==> config.mk <==
export PLATFORM = sky130hd
export DESIGN_NAME = turn_engine
export DESIGN_NICKNAME = d
export VERILOG_FILES = /design/src/rtl/turn_engine.sv
export SDC_FILE = /design/constraint.sdc
export NUM_CORES = 1
export LEC_CHECK = 0
export CORE_MARGIN = 2
export CORE_UTILIZATION = 45
export DETAILED_ROUTE_END_ITERATION = 10
export PLACE_DENSITY_LB_ADDON = 0.05
export SYNTH_ARGS = -nofsm -noshare
export SYNTH_HDL_FRONTEND = slang
export SYNTH_SLANG_ARGS = --single-unit
==> constraint.sdc <==
create_clock -name clk -period 4.4 [get_ports clk]
set_input_delay 0.44 -clock clk [delete_from_list [all_inputs] [get_ports clk]]
set_output_delay 0.44 -clock clk [all_outputs]
set_load 0.02 [all_outputs]
==> src/rtl/turn_engine.sv <==
// Tic-tac-toe gameplay datapath: board, player cursor, turn timer and PC move choice.
// Turns the controller's one-hot state flags into its event inputs.
module turn_engine #(
    parameter int unsigned TURN_CYCLES = 500000000
) (
    input  logic        clk,
    input  logic        rst,
    input  logic        startState,
    input  logic        playState,
    input  logic        pcState,
    input  logic        winState,
    input  logic        loseState,
    input  logic        btnNext,
    input  logic        btnSelect,
    output logic        timeExpired,
    output logic        playerMov,
    output logic        playerWin,
    output logic        pcWin,
    output logic [17:0] board,
    output logic [3:0]  cursor
);

    localparam int unsigned TW = $clog2(TURN_CYCLES);
    // Timer value in the cycle before it reaches TURN_CYCLES-1.
    localparam logic [TW-1:0] TIMER_PRE = TW'(TURN_CYCLES - 2);
    localparam logic [8:0] CORNERS = 9'b101000101;
    // Eight 9-bit cell masks: rows, columns, diagonals.
    localparam logic [71:0] LINES = {
        9'b001010100, 9'b100010001,
        9'b100100100, 9'b010010010, 9'b001001001,
        9'b111000000, 9'b000111000, 9'b000000111
    };

    function automatic logic [3:0] lowest(input logic [8:0] m);
        logic [3:0] r;
        r = 4'd0;
        for (int i = 8; i >= 0; i--) begin
            if (m[i]) r = 4'(i);
        end
        return r;
    endfunction

    logic [17:0]   board_q, board_d;
    logic [3:0]    cursor_q, cursor_d;
    logic [TW-1:0] timer_q, timer_d;
    logic          done_q, done_d;
    logic          play_q;
    logic          mov_q, mov_d;
    logic          exp_q, exp_d;

    logic [8:0] empty, pmark, cmark;
    logic [8:0] win_cells, blk_cells, line_m;
    logic [8:0] pc_sel, c_after, empty_after, above;
    logic [3:0] pc_cell, next_cur;
    logic       any_empty, player_line, pc_line_after, frozen;

    always_comb begin
        for (int i = 0; i < 9; i++) begin
            empty[i] = (board_q[2*i +: 2] == 2'b00);
            pmark[i] = (board_q[2*i +: 2] == 2'b01);
            cmark[i] = (board_q[2*i +: 2] == 2'b10);
        end
    end

    assign any_empty = |empty;

    // Candidate cells that would complete a PC line or block a player line.
    always_comb begin
        win_cells   = '0;
        blk_cells   = '0;
        player_line = 1'b0;
        line_m      = '0;
        for (int l = 0; l < 8; l++) begin
            line_m = LINES[9*l +: 9];
            if ((pmark & line_m) == line_m) player_line = 1'b1;
            if ($countones(cmark & line_m) == 2 && (empty & line_m) != '0)
                win_cells = win_cells | (empty & line_m);
            if ($countones(pmark & line_m) == 2 && (empty & line_m) != '0)
                blk_cells = blk_cells | (empty & line_m);
        end
    end

    always_comb begin
        if (win_cells != '0)                 pc_cell = lowest(win_cells);
        else if (blk_cells != '0)            pc_cell = lowest(blk_cells);
        else if (empty[4])                   pc_cell = 4'd4;
        else if ((empty & CORNERS) != '0)    pc_cell = lowest(empty & CORNERS);
        else                                 pc_cell = lowest(empty);
    end

    assign pc_sel      = any_empty ? (9'(1) << pc_cell) : '0;
    assign c_after     = cmark | pc_sel;
    assign empty_after = empty & ~pc_sel;

    always_comb begin
        pc_line_after = 1'b0;
        for (int l = 0; l < 8; l++) begin
            if ((c_after & LINES[9*l +: 9]) == LINES[9*l +: 9]) pc_line_after = 1'b1;
        end
    end

    // A draw is reported to the controller as a PC win.
    assign playerWin = pcState & player_line;
    assign pcWin     = pcState & (pc_line_after | ~(|empty_after) | ~any_empty);

    always_comb begin
        for (int i = 0; i < 9; i++) above[i] = (4'(i) > cursor_q);
        if ((empty & above) != '0) next_cur = lowest(empty & above);
        else if (any_empty)        next_cur = lowest(empty);
        else                       next_cur = cursor_q;
    end

    assign frozen = winState | loseState;

    always_comb begin
        board_d  = board_q;
        cursor_d = cursor_q;
        timer_d  = timer_q;
        done_d   = done_q;
        mov_d    = 1'b0;
        exp_d    = 1'b0;
        if (startState) begin
            board_d  = '0;
            cursor_d = 4'd0;
            timer_d  = '0;
            done_d   = 1'b0;
        end else if (!frozen) begin
            if (playState && !play_q) begin
                timer_d  = '0;
                done_d   = 1'b0;
                cursor_d = lowest(empty);
            end else if (playState && !done_q) begin
                // A valid select takes precedence over both advance and expiry.
                if (btnSelect && empty[cursor_q]) begin
                    board_d[{cursor_q, 1'b0} +: 2] = 2'b01;
                    mov_d  = 1'b1;
                    done_d = 1'b1;
                end else begin
                    if (btnNext && !btnSelect) cursor_d = next_cur;
                    timer_d = timer_q + 1'b1;
                    if (timer_q == TIMER_PRE) begin
                        exp_d  = 1'b1;
                        done_d = 1'b1;
                    end
                end
            end
            if (pcState && !player_line && any_empty)
                board_d[{pc_cell, 1'b0} +: 2] = 2'b10;
        end
    end

    always_ff @(posedge clk or posedge rst) begin
        if (rst) begin
            board_q  <= '0;
            cursor_q <= 4'd0;
            timer_q  <= '0;
            done_q   <= 1'b0;
            play_q   <= 1'b0;
            mov_q    <= 1'b0;
            exp_q    <= 1'b0;
        end else begin
            board_q  <= board_d;
            cursor_q <= cursor_d;
            timer_q  <= timer_d;
            done_q   <= done_d;
            play_q   <= playState;
            mov_q    <= mov_d;
            exp_q    <= exp_d;
        end
    end

    assign board       = board_q;
    assign cursor      = cursor_q;
    assign playerMov   = mov_q;
    assign timeExpired = exp_q;

endmodule
# Word-level counts from Yosys, hierarchy flattened
# Cells that the tools add are included.
# totals
wordCells	313
in_bits	9
ff_bits	55
output_inout_bits	26
# op_classes
add_sub_neg	35
magnitude_cmp	10
muxes	122
bitwise_logic	25
n_reduce_logical	56
shift	5
eq_ne	53
# op_table
cell	n
$mux W4	55
$mux W29	5
$mux W18	8
$mux W9	15
$reduce_bool A9 Y1	12
$or A9 B9 Y9	7
$eq A3 B2 Y1 const B	16
$eq A3 B3 Y1 const B	16
$bwmux W18	2
$or A9 B7 Y9	4
$shift A2 B7 Y18 const A	2
$shiftx A2 B7 Y18 const A	2
$mux W1	34
$add A1 B1 Y2	16
$add A2 B1 Y3	10
$add A29 B1 Y29 const B	1
$eq A29 B29 Y1 const B	1
$logic_and A1 B1 Y1	22
$add A1 B2 Y3	6
$and A9 B9 Y9	2
$eq A2 B1 Y1 const B	9
$eq A2 B2 Y1 const B	9
$logic_not A2 Y1	9
$or A9 B6 Y9	2
other kinds (22)	41

# Depth between registers and ports, before layout
# Gate-level depths: netlist of the first run.
# depth
ltp_word	46
ltp_mapped	23
depth_no_buf	22

# Least setup slack after synthesis of the first run
# OpenSTA, ideal clock, no wires.
# synth_path
path_type	reg2out
start	register board_q[8] (netlist: board[8])
end	output port pcWin
slack_ps	-715
stages_incl_launch_ff	22
arrival_ps	4675
n_path_buf	3
path_cell_list	dfrtp_1 -> clkbuf_1 -> nor2b_1 -> inv_1 -> fa_1 -> nand2b_1 -> a41oi_1 -> or4_1 -> or2_1 -> buf_2 -> a21oi_1 -> a41o_1 -> ha_1 -> buf_2 -> inv_1 -> a21oi_1 -> a21oi_1 -> o22ai_2 -> a32oi_1 -> or3_1 -> a221oi_1 -> a32o_1
# synth_between
elab_chain_cells	44
# synth_lines
item	line_no	rtl
start: declaration	43	logic [17:0] board_q, board_d;
start signal: assignment	162	board_q <= board_d;
$eq A2 B1 Y1	60	pmark[i] = (board_q[2*i +: 2] == 2'b01);
$add A1 B1 Y2 (not written as such)	78	if ($countones(pmark & line_m) == 2 && (empty & line_m) != '0)
$add A1 B2 Y3 (not written as such)	78	
$eq A3 B2 Y1	78	
$logic_and A1 B1 Y1	78	
$mux W9	78	
$or A9 B9 Y9	79	blk_cells = blk_cells | (empty & line_m);
$mux W9	78	
[... 21 more ...]	n/a	
$shl A1 B4 Y9	91	assign pc_sel = any_empty ? (9'(1) << pc_cell) : '0;
$mux W9	91	
$or A9 B9 Y9	92	assign c_after = cmark | pc_sel;
$eq A3 B3 Y1	98	if ((c_after & LINES[9*l +: 9]) == LINES[9*l +: 9]) pc_line_after = 1'b1;
$mux W1 (8 in series)	98	
$or A1 B1 Y1	104	assign pcWin = pcState & (pc_line_after | ~(|empty_after) | ~any_empty);
$or A1 B1 Y1 (*)	104	
$and A1 B1 Y1 (*)	104	
end: declaration	18	output logic pcWin,
# Mark *: on every way between the ends. The rest lies on a longest branch, timed or not.

# Worst setup path after layout of the first run
# layout_path
start	register board_q[14] (netlist: board[14])
end	output port pcWin
# layout_between
elab_chain_cells	42
# layout_lines
item	line_no
$eq A2 B1 Y1	60
$add A1 B1 Y2 (not written as such)	78
$add A2 B1 Y3 (not written as such)	78
$eq A3 B2 Y1	78
$logic_and A1 B1 Y1	78
$mux W9	78
$or A9 B7 Y9	79
$mux W9	78
[... 19 more ...]	n/a
$shl A1 B4 Y9	91
$mux W9	91
$or A9 B9 Y9	92
$eq A3 B3 Y1	98
$mux W1 (8 in series)	98
$or A1 B1 Y1	104
$or A1 B1 Y1 (*)	104
$and A1 B1 Y1 (*)	104
# Marked as above.

==> impl_metrics.csv, run 1 <==
group,metric,value,unit
route,viasPerCell,5.739,
die,ios,35,
pwr,ir_worst_vdd,0.2447,mV
critical_path,critical_path.max_stage_delay,0.57,ns
sta,finalCritPeriodShare,1.118,
yosys,syn_nets,654,
cts,worstSkewPairLatency,0.33,ns
die,fp.dieH,108.5,um
cells_and_area,area_delta_synth_final,36.66,%
critical_path,cp.required,3.96,ns
critical_path,cp_max_fo,4,
global_routing,grt_pass1_vias,5057,
sta,fin_crit,4.921,ns
run_status,violations,"negative setup slack",
global_routing,grt_pass1_wl,27.10,mm
yosys,syn-instance-count,620,
placement,gp_congestion,0.9603,
global_routing,antenna_found_initial,0,
yosys,ys_types,78,
global_routing,track_usage,0.3011,
cells_and_area,drive_gt1_frac,0.2887,
yosys,synth_area_leader_cell,"dfrtp_1",
yosys,async_flop_share,1.000,
cts,clock-root-buffer,"clkbuf_8",
critical_path,path_delay_family,"simple AND/OR/NAND/NOR gates",
yosys,ys.flop_type,"dfrtp_1",
sta,skew,0.01529,ns
cts,cts_num_sinks,55,
critical_path,reg2reg_slack,0.22,ns
hold_path,min_path_type,"primary input to async pin",
cells_and_area,final_cell_area,0.006711,sq mm
pwr,leakage,2.888,nW
critical_path,cp_slowest_cell,"or4_4",
cts,htree_levels,2,
cts,cts_buffers,5,
yosys,yosysSeqAreaShare,0.2803,
critical_path,cp_common_cell,"buf_6",
sta,worst_pin_slew,0.7416,ns
sta,hold_slack,0.4663,ns
sta,hold_viol,0,
placement,port_buffers,34,
die,die-area,0.01176,sq mm
route,ant_nets,0,
route,drt_iter0_drc,453,
sta,rsz0062_at_grt,"yes",
sta,setup_viol,1,
yosys,ys_seq_elements,55,
route,drt_pre_antenna_iters,6,
global_routing,grt_max_degree,32,
sta,fin_ws,-0.5213,ns
critical_path,start_kind,"flop",
cts,clockBufferDepth,2,
die,die_w,108.5,um
die,core_area,0.01075,sq mm
yosys,ys_top_cells_by_area,"dfrtp_1 28%, nor2_1 6.3%, ha_1 4.6%",
critical_path,crit_chain,"nor2b_1 > inv_1 > fa_1 > nand2b_1 > a41oi_2 > or4_4 > or2_4 > nor3b_4 > nor3_4 > inv_2 > nor2_4 > ha_4 > buf_6 > a221oi_2 > buf_4 > o22ai_1 > o211ai_1 > nand4_1 > a32o_2 > buf_6",
cts,clk_pin_slew_worst_paths,0.11,ns
cells_and_area,nets,809,
placement,hpwl,13.48,mm
run_status,outcome,"complete, but fails checks",
pwr,power.density,165.9,mW/mm^2
yosys,synth_edf_count,0,
route,routed_wirelength,17.03,mm
sta,slew_violations,0,
cts,cts_tree,"yes",
die,start_util,0.4570,
die,rows,38,
yosys,netlist_area,0.004911,sq mm
placement,placedInstanceArea,0.006341,sq mm
route,drcViolationCount,0,
cts,hold_buffers,0,
yosys,synth_top_cell_area_share,0.2803,
flow_run,drv_cap,0,
yosys,yosys_warnings,0,
yosys,syn_avg_cell_area,7.921,sq um
cells_and_area,diodes,0,
global_routing,overflow,0,
sta,fmax,203.2,MHz
critical_path,cp.buffers_inverters,5,
route,dr_total_vias,5257,
sta,slew_headroom,0.5041,
critical_path,cp_data_arrival_time,4.48,ns
critical_path,end_kind,"output port",
critical_path,path_class,"flop to output port",
route,wl_per_cell,18.59,um
[cell usage in the layout (no fill, tap or decap), types with 6 or more instances in the layout]
master             n
buf_4            136
nor2_1            80
nand2_1           55
dfrtp_1           47
a21oi_1           40
clkdlybuf4s50_1   33
o21ai_0           28
nand3_1           21
nor3_1            20
xor2_1            18
inv_1             17
ha_1              15
xnor2_1           14
nor2b_1           13
a31oi_1           13
nand2b_1          12
or3_1             10
or2_2              9
dfrtp_2            8
nand4_1            7
nor4_1             7
nand2b_4           7
fa_1               7
a32oi_1            6
inv_2              6
o22ai_1            6
clkbuf_8           6
[flip-flops by register name (all words and copies together) (netlist names)]
name,count
playerMov,1
play_q,1
timeExpired,1
cursor,4
board,18
done_q,1
timer_q,29
[cell usage after synthesis (5+ instances only)]
| library cell | n |
|---|---|
| clkbuf_1 | 16 |
| buf_2 | 6 |
| a32oi_1 | 6 |
| or2_2 | 9 |
| a21oi_1 | 43 |
| o22ai_1 | 6 |
| ha_1 | 18 |
| nor4bb_1 | 5 |
| nor2b_1 | 15 |
| nor3_1 | 22 |
| dfrtp_1 | 55 |
| a31oi_1 | 13 |
| nand2b_1 | 20 |
| nand3_1 | 21 |
| xor2_1 | 18 |
| nand2_1 | 55 |
| xnor2_1 | 14 |
| nand4_1 | 7 |
| nor2_1 | 82 |
| o211ai_1 | 5 |
| o31ai_1 | 5 |
| and3_1 | 7 |
| fa_1 | 7 |
| o21a_1 | 5 |
| nor4_1 | 7 |
| a211oi_1 | 5 |
| inv_1 | 23 |
| or3_1 | 10 |
| o21ai_0 | 30 |
[final cells by class]
cell class / instances / area [sq um]
Timing Repair Buffer: 174 / 1416
Fill cell: 962 / 4034
Tap cell: 140 / 175.2
Inverter: 24 / 92.59
Clock buffer: 7 / 86.33
Clock inverter: 1 / 8.758
Multi-Input combinational cell: 515 / 3546
Sequential cell: 55 / 1386
[worst reg2reg max path, cell delays in order, from the launching register on]
cell and delay (ns):
dfrtp_1 0.40, nor2b_1 0.16, inv_1 0.10, fa_1 0.47
nand2b_1 0.16, a41oi_2 0.16, or4_4 0.57, or2_4 0.27
a21oi_2 0.10, a41o_1 0.24, inv_1 0.12, nor2_4 0.18
ha_4 0.23, nor3_2 0.28, nand2b_1 0.18, nor4_1 0.30
o21ba_1 0.19
[what timing repair did]
| action | in CTS | in global routing |
|---|---|---|
| buffers inserted | 8 | 3 |
| gates resized for setup | 38 | 8 |
| endpoints found under the setup margin | 1 | 2 |
| endpoints found under the hold margin | 0 | 0 |
| pin swaps | 17 | 15 |
[cell families (layout without fill, tap and decap cells)]
group | Yosys count | in the layout | share of synthesized area
AND/OR/NAND/NOR | 290 | 290 | 0.3065
AO/OA/AOI/OAI | 164 | 164 | 0.2250
flip-flops | 55 | 55 | 0.2803
buffers and inverters | 50 | 206 | 0.04484
XOR/XNOR | 33 | 33 | 0.06038
adder cells (fa/ha/maj) | 25 | 25 | 0.07439
multiplexers | 3 | 3 | 0.008662
[per-stage QoR]
step	setup WS, ns	TNS (ns)	utilization	power [mW]	cells
after floorplan	-0.3053	-0.3053	-	0.7112	620
after global placement	-0.8068	-0.8068	0.5901	0.8055	897
after detailed placement	-0.8203	-0.8203	0.5901	0.8087	897
after CTS	-0.4469	-0.4469	0.6184	1.113	913
after global routing	-0.7578	-0.7578	0.6246	1.166	916
final	-0.5213	-0.5213	0.6246	1.114	916
[per-layer routing]
layer	vias to the layer above	routed length (um)	GRT usage	share of wire
met4	0	606	0.1255	0.036
met3	31	816	0.03014	0.048
met2	188	8231	0.4982	0.48
li1	2549	-	-	-
met5	-	0	0	0
met1	2489	7375	0.4015	0.43
[final timing paths]
kind	cells after the start	from	end
worst max-delay path	20	board[14]$_DFFE_PP0P_	pcWin
worst min-delay path	2	rst	timer_q[22]$_DFFE_PP0P_
worst max register to register	16	board[14]$_DFFE_PP0P_	board[7]$_DFFE_PP0P_
worst min register to register	2	done_q$_DFFE_PP0P_	done_q$_DFFE_PP0P_
max in group asynchronous	3	rst	board[0]$_DFFE_PP0P_
min in group clk	2	done_q$_DFFE_PP0P_	done_q$_DFFE_PP0P_
[power by group]
group / switching (mW) / internal [mW] / total (mW)
sequential: 0.0287 / 0.515 / 0.544
clock: 0.169 / 0.129 / 0.298
combinational: 0.163 / 0.108 / 0.271
total: 0.361 / 0.752 / 1.11
(Power assumes the default switching activity.)
==> inputs of run 2 (changes only) <==
Settings changed: CAP_MARGIN from default to 10.
==> results of run 2 <==
Same layout as run 1: the final DEF is identical, and so are final timing and power.
==> inputs of run 3 (changes only) <==
Settings changed: CAP_MARGIN 10 to default.
==> results of run 3 <==
Same layout as run 1: the final DEF is identical, and so are final timing and power.
